### config.mk
export PLATFORM = sky130hd
export DESIGN_NAME = stereo_frame_scheduler
export DESIGN_NICKNAME = d
export VERILOG_FILES = /design/src/rtl/stereo_frame_scheduler.sv
export SDC_FILE = /design/constraint.sdc
export NUM_CORES = 1
export LEC_CHECK = 0
export CAP_MARGIN = 0
export CORE_ASPECT_RATIO = 0.9
export CORE_MARGIN = 1.5
export CORE_UTILIZATION = 49
export DETAILED_ROUTE_END_ITERATION = 8
export HOLD_SLACK_MARGIN = 0.12
export PLACE_DENSITY = 0.78
export SLEW_MARGIN = 40
export SYNTH_ARGS = -nofsm -noshare
export SYNTH_HDL_FRONTEND = slang
export SYNTH_SLANG_ARGS = --single-unit
### constraint.sdc
create_clock -name clk_100mhz -period 5.5 [get_ports clk_100mhz]
set_clock_uncertainty 0.1 [all_clocks]
set_input_delay 1.1 -clock clk_100mhz [delete_from_list [all_inputs] [get_ports clk_100mhz]]
set_output_delay 1.1 -clock clk_100mhz [all_outputs]
set_load 0.01 [all_outputs]
### src/rtl/stereo_frame_scheduler.sv
// Frame-level sequencer for stereo_match: grants capture, launches matching, hands SSD BRAM to display.
// Optional watchdog abort of a stuck match is enabled by defining STEREO_WATCHDOG_EN.
module stereo_frame_scheduler #(
    parameter int unsigned FRAME_CNT_W    = 16,
    parameter int unsigned DROP_CNT_W     = 16,
    parameter int unsigned TIMEOUT_CYCLES = 2**24
) (
    input  logic                   clk_100mhz,
    input  logic                   sys_rst,
    input  logic                   left_frame_done,
    input  logic                   right_frame_done,
    input  logic                   match_done,
    output logic                   match_start,
    output logic                   left_write_en,
    output logic                   right_write_en,
    output logic                   reading_en,
    output logic                   busy,
    output logic [FRAME_CNT_W-1:0] frame_count,
    output logic [DROP_CNT_W-1:0]  drop_count,
    output logic                   timeout_err
);

    localparam int unsigned DSUM_W = DROP_CNT_W + 1;

    typedef enum logic [1:0] {CAPTURE, START, MATCH} state_t;

    state_t                  state;
    logic                    left_latched;
    logic                    right_latched;
    logic                    match_done_q;
    logic                    done_rise;
    logic                    left_next;
    logic                    right_next;
    logic [1:0]              drop_inc;
    logic [DSUM_W-1:0]       drop_sum;
    logic [DROP_CNT_W-1:0]   drop_next;

`ifdef STEREO_WATCHDOG_EN
    localparam int unsigned WD_W = (TIMEOUT_CYCLES > 1) ? $clog2(TIMEOUT_CYCLES) : 1;
    logic [WD_W-1:0] wd_cnt;
`endif

    // Edge detect, latch update and saturating drop accounting.
    always_comb begin
        done_rise  = match_done & ~match_done_q;
        left_next  = left_latched | left_frame_done;
        right_next = right_latched | right_frame_done;
        drop_inc   = 2'd0;
        if (state == CAPTURE) begin
            drop_inc = 2'(left_frame_done & left_latched) + 2'(right_frame_done & right_latched);
        end else begin
            drop_inc = 2'(left_frame_done) + 2'(right_frame_done);
        end
        drop_sum  = DSUM_W'(drop_count) + DSUM_W'(drop_inc);
        drop_next = drop_sum[DROP_CNT_W] ? '1 : drop_sum[DROP_CNT_W-1:0];
    end

    always_ff @(posedge clk_100mhz) begin
        if (sys_rst) begin
            state          <= CAPTURE;
            left_latched   <= 1'b0;
            right_latched  <= 1'b0;
            match_done_q   <= 1'b0;
            match_start    <= 1'b0;
            left_write_en  <= 1'b1;
            right_write_en <= 1'b1;
            reading_en     <= 1'b1;
            busy           <= 1'b0;
            frame_count    <= '0;
            drop_count     <= '0;
`ifdef STEREO_WATCHDOG_EN
            wd_cnt         <= '0;
            timeout_err    <= 1'b0;
`endif
        end else begin
            match_done_q <= match_done;
            drop_count   <= drop_next;
            match_start  <= 1'b0;
            case (state)
                CAPTURE: begin
                    if (left_next && right_next) begin
                        state          <= START;
                        match_start    <= 1'b1;
                        busy           <= 1'b1;
                        left_write_en  <= 1'b0;
                        right_write_en <= 1'b0;
                        reading_en     <= 1'b0;
                        left_latched   <= 1'b0;
                        right_latched  <= 1'b0;
                    end else begin
                        left_latched   <= left_next;
                        right_latched  <= right_next;
                        left_write_en  <= ~left_next;
                        right_write_en <= ~right_next;
                    end
                end
                START: begin
                    state <= MATCH;
`ifdef STEREO_WATCHDOG_EN
                    wd_cnt <= '0;
`endif
                end
                MATCH: begin
                    // A fresh rise wins over a watchdog expiry in the same cycle.
                    if (done_rise) begin
                        state          <= CAPTURE;
                        frame_count    <= frame_count + FRAME_CNT_W'(1);
                        left_write_en  <= 1'b1;
                        right_write_en <= 1'b1;
                        reading_en     <= 1'b1;
                        busy           <= 1'b0;
                    end
`ifdef STEREO_WATCHDOG_EN
                    else if (wd_cnt == WD_W'(TIMEOUT_CYCLES - 1)) begin
                        state          <= CAPTURE;
                        timeout_err    <= 1'b1;
                        left_write_en  <= 1'b1;
                        right_write_en <= 1'b1;
                        reading_en     <= 1'b1;
                        busy           <= 1'b0;
                    end else begin
                        wd_cnt <= wd_cnt + WD_W'(1);
                    end
`endif
                end
                default: state <= CAPTURE;
            endcase
        end
    end

`ifndef STEREO_WATCHDOG_EN
    assign timeout_err = 1'b0;
`endif

endmodule

# Word level (Yosys, flattened, before mapping)
# Cells that the tools add are included.
[op_classes]
reduce_logical = 8
n_bitwise = 9
add_sub_neg = 4
eq_ne = 4
muxes = 18
[ops]
columns = ["op", "count"]
rows = [
  ["16-bit by 2-bit adder with 17-bit output", 1],
  ["16-bit by 1-bit adder with 16-bit output, second input constant", 1],
  ["16-bit two-way mux", 1],
  ["1-bit two-way mux", 9],
  ["1-bit one-hot mux with 2 select lines", 4],
  ["2-bit two-way mux", 3],
  ["2-bit one-hot mux with 3 select lines", 1],
  ["2-bit AND reduction", 3],
  ["1-bit by 1-bit adder with 2-bit output", 2],
  ["1-bit inverter", 4],
  ["1-bit AND", 3],
  ["3-bit AND reduction", 1],
  ["2-bit by 1-bit == test with 1-bit output, second input constant", 1],
  ["2-bit == test, second input constant", 1],
  ["2-bit logical NOT", 1],
  ["2-bit by 1-bit inequality test with 1-bit output, second input constant", 1],
  ["2-bit inequality test, second input constant", 1],
  ["1-bit bitwise OR", 2],
  ["2-bit nonzero test", 1],
  ["2-bit OR reduction", 1],
  ["1-bit logical AND", 1],
]
[word_totals]
inputBits = 5
elab_cells = 54
reg_bits = 42
output_inout_bits = 38

# Depth between registers and ports, before layout
# Gate-level depths: netlist (run 1).
[logic_depth]
ltp_word = 5
ltp_mapped = 10
ltp_nobuf = 9

# Worst setup path before layout (run 1)
# OpenSTA, ideal clock, no wires.
[synth_path]
path_type = "input-to-reg"
from = "in left_frame_done"
to = "reg drop_count[1]"
n_path_buf = 1
t_arrival_ns = 3.080
setup_time_ns = 0.132
cell_stages = 10
setup_slack_ns = 2.188
t_required_ns = 5.268
cell_sequence = "and2_1 ha_1 mux2_2 ha_1 fa_1 nand4_1 nor2_1 nand2b_1 clkbuf_1 a21oi_1"
[synth_between]
elab_chain_cells = 5
word_cells_on_any_way = 6
cone_classes = "add/sub (3); mux (2); bitwise (1)"
[synth_rtl]
columns = ["item", "line", "rtl"]
rows = [
  ["start, declared", "10", "input logic left_frame_done,"],
  ["1-bit AND", "50", "drop_inc = 2'(left_frame_done & left_latched) + 2'(right_frame_done & right_latched);"],
  ["1-bit by 1-bit adder with 2-bit output", "50", ""],
  ["2-bit two-way mux (*)", "49", "if (state == CAPTURE) begin"],
  ["16-bit by 2-bit adder with 17-bit output (*)", "54", "drop_sum = DSUM_W'(drop_count) + DSUM_W'(drop_inc);"],
  ["16-bit two-way mux (*)", "55", "drop_next = drop_sum[DROP_CNT_W] ? '1 : drop_sum[DROP_CNT_W-1:0];"],
  ["end signal, assigned", "77", "drop_count <= drop_next;"],
  ["end, declared", "19", "output logic [DROP_CNT_W-1:0] drop_count,"],
]
# Every way passes the cells marked *; elsewhere a longest branch is shown, timed or not.
# A chain may end at the register's enable or synchronous reset.

# Worst setup path in the final report (run 1)
[layout_path]
from = "in left_frame_done"
to = "reg drop_count[6]"
# The elaborated chain is that of the path after synthesis.

==> results.json, run 1 <==
{
  "grt_setup_unrepaired": "false",
  "p_sw_mw": 0.1352,
  "io_pins": 43,
  "fin_area_um2": 2531,
  "rrSetupSlack_ns": 2.69,
  "cts_tree": "built",
  "start_util_pct": 52.12,
  "drt_iter0_drc": 90,
  "synth_area_um2": 1972,
  "hpwl_mm": 2.777,
  "synthCells": 213,
  "overflow": 0,
  "power.density_nw_per_um2": 241.4,
  "clkPwrFrac_pct": 38.9,
  "cap_violations": 0,
  "switching_share_pct": 22.13,
  "layout.cells.non_filler": 302,
  "dr_wl_met3_um": 125,
  "viasPerCell": 5.480,
  "slew_viol_final": 0,
  "relSlewSlack_pct": 59.52,
  "hp-class": "reg2reg",
  "clock_path_buffers": 2,
  "via_count": 1655,
  "drt-pass1-iter-count": 4,
  "routabilityCongestion": 0.7731,
  "ys_top_cells_by_count": "42 x dfxtp_1, 24 x nor2_1, 21 x a21oi_1, 13 x nor3_1, 12 x xnor2_1",
  "synth_area_per_cell_um2": 9.258,
  "cts.reportedPaths.clkPinSlew_ns": 0.08,
  "hold_viol": 0,
  "rows": 21,
  "static-leakage-power_nw": 0.9157,
  "grt_pass1_vias": 1473,
  "intPower_mw": 0.4757,
  "hold_buffers": 0,
  "grt_max_degree": 46,
  "topRoutingLayerUsed": "met4",
  "wire_per_inst_um": 13.21,
  "dpl-instance-area_um2": 2421,
  "async_flop_share_pct": 0,
  "final_nets": 266,
  "final_util_pct": 66.90,
  "core_um2": 3784,
  "synth_top_area_cell": "dfxtp_1",
  "cts_resized": 0,
  "wirelength_mm": 3.988,
  "yosysWarnings": 0,
  "ys.flop_type": "dfxtp_1",
  "dr_wl_met2_mm": 1.853,
  "diodes": 0,
  "yosysMostFrequentCell": "dfxtp_1",
  "cp-start-kind": "input port",
  "status": "finished, final reports clean",
  "synth_nets": 224,
  "synth.ff_latch_count": 42,
  "worstPathArrival_ns": 3.71,
  "synth_top_area_share_pct": 42.64,
  "grt_antenna_before_repair": 0,
  "root_buffer": "clkbuf_8",
  "yosysSeqAreaShare_pct": 42.64,
  "grt_pass1_wl_mm": 6.699,
  "pwr-share-comb_pct": 8.7,
  "vdd_ir_drop_max_v": 0.0002454,
  "postCtsSetupRepairBufs": 0,
  "cts_buffers": 5,
  "drtAntennaViolNets": 0,
  "syn2layout_area_growth_pct": 28.36,
  "period_needed_ns": 3.664,
  "htreeDepth": 2,
  "synthTopCellsByArea": "dfxtp_1 43%, a21oi_1 5.3%, xnor2_1 5.3%, nor2_1 4.6%, nor3_1 3.3%",
  "fp.dieW_um": 69.87,
  "cp.required_ns": 5.55,
  "crit_type": "in2reg",
  "layout-drive-gt1-share_pct": 9.766,
  "clock-sinks": 42,
  "setup_tns_ns": 0,
  "portBuffers": 41,
  "wl_met1_mm": 1.975,
  "clkLatencyLatePin_ns": 0.29,
  "max_freq_ghz": 0.2730,
  "seqPwrFrac_pct": 52.4,
  "die_y_um": 63.18,
  "grt_usage_pct": 18.59,
  "cp_max_fo": 11,
  "whs_ns": 0.3624,
  "ys_types": 42,
  "synth_edf_count": 0,
  "setup_viol": 0,
  "drc": 0,
  "dieArea_um2": 4414,
  "dp.cells": 294,
  "end_kind": "flip-flop",
  "worst_pin_slew_ns": 0.6071,
  "period_share_pct": 66.61
}
[per-layer routing]
metal / vias to the layer above / GRT usage [%]
met5: - / 0
met4: 0 / 6.490
met3: 4 / 3.840
met2: 27 / 30.24
met1: 777 / 24.55
li1: 847 / -
[critical path: stages]
cell             delay [ns]
clkdlybuf4s50_1        0.46
and2_1                 0.19
ha_1                   0.28
mux2_2                 0.27
ha_1                   0.21
fa_1                   0.43
nand4_1                0.18
nor2_1                 0.13
nand2b_1               0.35
a21oi_1                0.13
[flip-flops by register name, indices dropped and copies added, names as in the netlist]
| name | count |
|---|---|
| drop_count | 16 |
| frame_count | 16 |
| state | 2 |
| busy | 1 |
| left_latched | 1 |
| left_write_en | 1 |
| match_done_q | 1 |
| match_start | 1 |
| reading_en | 1 |
| right_latched | 1 |
| right_write_en | 1 |
[path summary, 6_finish.rpt]
kind	startpoint	cells past startpoint	to
hold / removal	busy	1	busy
setup reg to reg	state[1]	8	drop_count[6]
hold reg to reg	busy	1	busy
setup / recovery	left_frame_done	10	drop_count[6]
[power groups by stage]
stage	combinational, mW	sequential (mW)	clock (mW)
6_report	0.0530	0.320	0.238
5_1_grt	0.0595	0.321	0.261
4_1_cts	0.0541	0.320	0.242
3_5_place_dp	0.0538	0.327	0
3_3_place_gp	0.0524	0.327	0
2_1_floorplan	0.0278	0.330	0
[logic make-up after synthesis]
| family | share of synthesized area (%) |
|---|---|
| AOI/OAI and AO/OA | 10.28 |
| DFF | 42.64 |
| xor gates and xnor gates | 7.106 |
| other | 0.1902 |
| adders and majority gates | 4.188 |
| buffers and inverters | 2.856 |
| muxes | 3.616 |
| and+or+nand+nor | 29.12 |
[final cells by class]
class                      count  area (um^2)
timing repair buffer          43        425.4
clock inverter                 2        37.54
inverter                       6        22.52
tap                           46        57.56
fill                         319         1252
multi-input combinational    157         1075
sequential                    42        840.8
clock buffer                   6        72.57
[through the flow]
step           power [mW]  setup slack (ns)
6_report           0.6110             1.836
5_1_grt            0.6415             1.751
4_1_cts            0.6166             1.848
3_5_place_dp       0.3811             1.547
3_3_place_gp       0.3796             1.644
2_1_floorplan      0.3575             2.188
[layout by cell type (no fill, tap or decap), types with 2 or more instances in the layout]
cell,Yosys,layout
a211oi_1,2,2
a21oi_1,21,21
a31o_2,3,3
and2_1,3,3
and4_1,6,6
buf_4,1,2
clkbuf_8,0,5
clkdlybuf4s50_1,0,41
dfxtp_1,42,42
ha_1,5,5
inv_1,6,6
mux2_1,2,2
mux2_2,3,3
nand2_1,10,10
nand2b_1,3,3
nand3_1,9,9
nand4_1,4,4
nand4_2,2,2
nor2_1,24,24
nor2b_1,4,4
nor3_1,13,13
nor4_1,2,2
nor4_2,2,2
nor4_4,2,2
o21ai_0,5,5
xnor2_1,12,12
xor2_1,4,4
Note: power is estimated with default switching activity, not from simulation.
==> run 2: changes to the inputs <==
==> constraint.sdc (replaced) <==
create_clock -name clk_100mhz -period 3.6 [get_ports clk_100mhz]
set_clock_uncertainty 0.1 [all_clocks]
set_input_delay 0.72 -clock clk_100mhz [delete_from_list [all_inputs] [get_ports clk_100mhz]]
set_output_delay 0.72 -clock clk_100mhz [all_outputs]
set_load 0.01 [all_outputs]
==> results.json, run 2 (synthesis results as in run 1) <==
{
  "rows": 21,
  "slew_viol_final": 0,
  "hp-class": "reg2reg",
  "via_count": 1671,
  "postCtsSetupRepairBufs": 0,
  "hpwl_mm": 2.850,
  "htreeDepth": 2,
  "layout.cells.non_filler": 303,
  "final_cell_mix": "42 x dfxtp_1, 40 x clkdlybuf4s50_1, 24 x nor2_1",
  "cts_resized": 0,
  "switching_share_pct": 24.69,
  "end_kind": "flip-flop",
  "slowest_stage": "clkdlybuf4s50_1",
  "hold_viol": 0,
  "grt_pass1_vias": 1547,
  "routabilityCongestion": 0.8076,
  "worst_pin_slew_ns": 0.5401,
  "setup_viol": 0,
  "largestRegisters": "drop_count: 16 flops, frame_count: 16 flops, state: 2 flops",
  "cap_violations": 0,
  "p_sw_mw": 0.2149,
  "r2r_start": "state[1]",
  "wirelength_mm": 4.003,
  "max_stage_delay_ns": 0.47,
  "r2r_cells": 8,
  "rrSetupSlack_ns": 0.93,
  "clkLatencyLatePin_ns": 0.29,
  "clock-sinks": 42,
  "cp_max_fo": 11,
  "start_util_pct": 52.12,
  "status": "finished, final reports clean",
  "drt_iter0_drc": 74,
  "core_um2": 3784,
  "pwr-share-comb_pct": 9.2,
  "reg2reg_to": "drop_count[13]",
  "portBuffers": 41,
  "cpMostUsedCell": "ha_1",
  "grt_max_degree": 29,
  "cts_tree": "built",
  "dp.cells": 295,
  "layout_commonest_cell": "dfxtp_1",
  "dieArea_um2": 4414,
  "intPower_mw": 0.6553,
  "die_y_um": 63.18,
  "cp.required_ns": 3.66,
  "clock_path_buffers": 2,
  "final_nets": 267,
  "root_buffer": "clkbuf_8",
  "vdd_ir_drop_max_v": 0.0002242,
  "overflow": 0,
  "wire_per_inst_um": 13.21,
  "crit_type": "in2reg",
  "hold_path_depth": 1,
  "layout-drive-gt1-share_pct": 10.89,
  "io_pins": 43,
  "grt_antenna_before_repair": 0,
  "grt_usage_pct": 19.14,
  "cts_buffers": 5,
  "hold_buffers": 0,
  "cts.reportedPaths.clkPinSlew_ns": 0.08,
  "grt_setup_unrepaired": "false",
  "hp-start": "busy",
  "drc": 0,
  "period_needed_ns": 3.158,
  "max_freq_ghz": 0.3167,
  "drt-pass1-iter-count": 4,
  "diodes": 0,
  "period_share_pct": 87.72,
  "min_to": "busy",
  "drtAntennaViolNets": 0,
  "static-leakage-power_nw": 0.9125,
  "power.density_nw_per_um2": 346.2,
  "grt_pass1_wl_mm": 6.810,
  "syn2layout_area_growth_pct": 27.47,
  "clkPwrFrac_pct": 34.6,
  "relSlewSlack_pct": 63.50,
  "worstPathArrival_ns": 3.22,
  "seqPwrFrac_pct": 56.2,
  "viasPerCell": 5.515,
  "setup_tns_ns": 0,
  "cp-start-kind": "input port",
  "crit_chain": "clkdlybuf4s50_1, and2_1, ha_1, mux2_2, ha_1, fa_1, nand4_1, nor2_1, nand2b_1, a21oi_1",
  "fp.dieW_um": 69.87
}
run 2: metrics by stage:
stage	hold WS, ns	power [mW]	setup WS (ns)	util, %	cell area, um^2
CTS	0.3610	0.8784	0.4500	66.44	2514
floorplan	0.3886	0.5462	0.6681	-	1972
finish	0.3573	0.8701	0.4421	66.44	2514
global route	0.3850	0.9105	0.2638	66.44	2514
global placement	0.3360	0.5800	0.2012	64.19	2429
detailed placement	0.3414	0.5816	0.1438	64.05	2424
run 2: worst max path at each step:
stage	slack, ns	depth (start not counted)	end	start
2_1_floorplan	0.67	10	drop_count[1]	left_frame_done
3_3_place_gp	0.20	10	drop_count[0]	left_frame_done
3_5_place_dp	0.14	10	drop_count[2]	left_frame_done
4_1_cts	0.45	10	drop_count[9]	right_frame_done
5_1_grt	0.26	11	drop_count[14]	right_frame_done
6_report	0.44	10	drop_count[13]	right_frame_done
run 2: worst max-delay path, delay by kind of cell:
| family | cells | cell delay, ns |
|---|---|---|
| adder cells (fa/ha/maj) | 3 | 0.89 |
| AND/OR/NAND/NOR | 4 | 0.74 |
| buffers and inverters | 1 | 0.47 |
| multiplexers | 1 | 0.27 |
| AO/OA/AOI/OAI | 1 | 0.12 |
run 2: power groups by stage:
| stage | Sequential (mW) | Combinational [mW] | Clock [mW] |
|---|---|---|---|
| floorplan | 0.504 | 0.0425 | 0 |
| CTS | 0.489 | 0.0815 | 0.308 |
| finish | 0.489 | 0.0801 | 0.301 |
| global route | 0.492 | 0.0889 | 0.330 |
| global placement | 0.500 | 0.0804 | 0 |
| detailed placement | 0.500 | 0.0814 | 0 |
run 2: final cells by class:
cell class                      instances  area, um^2
Clock buffer                            5       68.82
Clock inverter                          3       21.27
Fill cell                             325        1270
Inverter                                6       22.52
Multi-Input combinational cell        157        1075
Sequential cell                        42       840.8
Tap cell                               46       57.56
Timing Repair Buffer                   44       427.9
run 2: per-layer routing:
layer / vias to the layer above / wire, um / global-route usage (%)
met5: - / 0 / 0
met4: 0 / 54 / 7.933
met3: 6 / 137 / 4.480
met2: 27 / 1821 / 30.12
met1: 799 / 1989 / 25.27
li1: 839 / - / -
==> run 3: changes to the inputs <==
--- a/config.mk
+++ b/config.mk
@@ -10,8 +10,8 @@
 export CORE_MARGIN = 1.5
 export CORE_UTILIZATION = 49
 export DETAILED_ROUTE_END_ITERATION = 8
+export DONT_BUFFER_PORTS = 1
 export HOLD_SLACK_MARGIN = 0.12
-export PLACE_DENSITY = 0.78
 export SLEW_MARGIN = 40
 export SYNTH_ARGS = -nofsm -noshare
 export SYNTH_HDL_FRONTEND = slang
==> results.json, run 3 (synthesis results as in run 1) <==
{
  "status": "finished, final reports clean",
  "cts_resized": 0,
  "grt_setup_unrepaired": "false",
  "cpMostUsedCell": "nor2_1",
  "end_kind": "flip-flop",
  "final_util_pct": 54.96,
  "core_um2": 3784,
  "grt_antenna_before_repair": 0,
  "worst_pin_slew_ns": 0.5792,
  "clock_path_buffers": 2,
  "dr_wl_met3_um": 217,
  "setup_viol": 0,
  "slew_viol_final": 0,
  "portBuffers": 0,
  "diodes": 0,
  "cts_tree": "built",
  "hp-class": "in2reg",
  "power.density_nw_per_um2": 392.7,
  "grt_pass1_vias": 1377,
  "die_y_um": 63.18,
  "final_cell_mix": "42 x dfxtp_1, 24 x nor2_1, 21 x a21oi_1",
  "topRoutingLayerUsed": "met4",
  "crit_start": "state[1]",
  "clkLatencyLatePin_ns": 0.28,
  "clock-sinks": 42,
  "hp-start": "sys_rst",
  "via_count": 1507,
  "final_nets": 224,
  "root_buffer": "clkbuf_8",
  "wl_met1_mm": 1.868,
  "slowest_stage": "fa_1",
  "drc": 0,
  "viasPerCell": 5.819,
  "max_freq_ghz": 0.3563,
  "cp-start-kind": "flip-flop",
  "hpwl_mm": 2.774,
  "period_needed_ns": 2.806,
  "cts_buffers": 5,
  "hold_buffers": 0,
  "hold_viol": 0,
  "relSlewSlack_pct": 60.86,
  "grt_max_degree": 46,
  "cp.required_ns": 3.65,
  "cap_violations": 0,
  "rows": 21,
  "setup_tns_ns": 0,
  "drtAntennaViolNets": 0,
  "r2r_start": "state[1]",
  "crit_chain": "nor2_1, mux2_2, ha_1, fa_1, nand4_1, nor2_1, nand2b_1, a21oi_1",
  "postCtsSetupRepairBufs": 0,
  "routabilityCongestion": 0.8651,
  "drt-pass1-iter-count": 4,
  "crit_type": "reg2reg",
  "wirelength_mm": 3.901,
  "whs_ns": 0.4148,
  "layout-drive-gt1-share_pct": 10.33,
  "io_pins": 43,
  "syn2layout_area_growth_pct": 5.457,
  "cts.reportedPaths.clkPinSlew_ns": 0.07,
  "static-leakage-power_nw": 0.7537,
  "vdd_ir_drop_max_v": 0.0002763,
  "cp_max_fo": 11,
  "dr_wl_met2_mm": 1.796,
  "grt_pass1_wl_mm": 6.479,
  "worstPathArrival_ns": 2.85,
  "drt_iter0_drc": 82,
  "max_stage_delay_ns": 0.46,
  "grt_usage_pct": 18.03,
  "fp.dieW_um": 69.87,
  "layout_commonest_cell": "dfxtp_1",
  "htreeDepth": 2,
  "dieArea_um2": 4414,
  "largestRegisters": "drop_count: 16 flops, frame_count: 16 flops, state: 2 flops",
  "start_util_pct": 52.12,
  "period_share_pct": 77.96,
  "overflow": 0,
  "wire_per_inst_um": 15.06
}
==> run 3: cell types whose count changed in the layout (fill, tap and decap cells not counted), sizes merged <==
cell / change
clkinv: -2
clkbuf: +2
clkdlybuf4s50: -40
buf: -3
clkinvlp: -1
==> run 3: worst paths after layout <==
check,end,slack [ns],depth (start not counted)
max reg2reg,drop_count[3],0.79,8
min reg2reg,busy,0.43,1
max,drop_count[3],0.79,8
min,match_done_q,0.41,1
==> run 3: routing by layer <==
layer / vias up / global-route usage (%)
li1: 760 / -
met1: 711 / 24.40
met2: 34 / 28.21
met3: 2 / 5.120
met4: 0 / 5.048
met5: - / 0
==> run 3: where the power goes <==
part / internal [mW] / total (mW) / leakage, nW / switching [mW]
logic: 0.0208 / 0.0427 / 0.375 / 0.0219
clock network: 0.134 / 0.278 / 0.0383 / 0.144
registers: 0.479 / 0.496 / 0.341 / 0.0169
total: 0.633 / 0.817 / 0.754 / 0.183
==> run 3: metrics by stage <==
step	power [mW]	cells	cell area, um^2	worst slack, ns
2_1_floorplan	0.5462	213	1972	0.6681
3_3_place_gp	0.5464	252	2003	0.6128
3_5_place_dp	0.5502	252	2003	0.5205
4_1_cts	0.8263	259	2079	0.7897
5_1_grt	0.8583	259	2079	0.6109
6_report	0.8166	259	2079	0.7936
==> run 3: area by class of cell <==
| cell class | count | area [um^2] |
|---|---|---|
| Fill cell | 353 | 1704 |
| Inverter | 6 | 22.52 |
| Clock buffer | 7 | 76.32 |
| Sequential cell | 42 | 840.8 |
| Timing Repair Buffer | 1 | 7.507 |
| Tap cell | 46 | 57.56 |
| Multi-Input combinational cell | 157 | 1075 |
==> run 3: critical path, delay by kind of cell (launching register included) <==
family | cells | cell delay, ns
muxes | 1 | 0.39
and+or+nand+nor | 4 | 1.02
AOI/OAI and AO/OA | 1 | 0.12
adders and majority gates | 2 | 0.67
DFF | 1 | 0.38
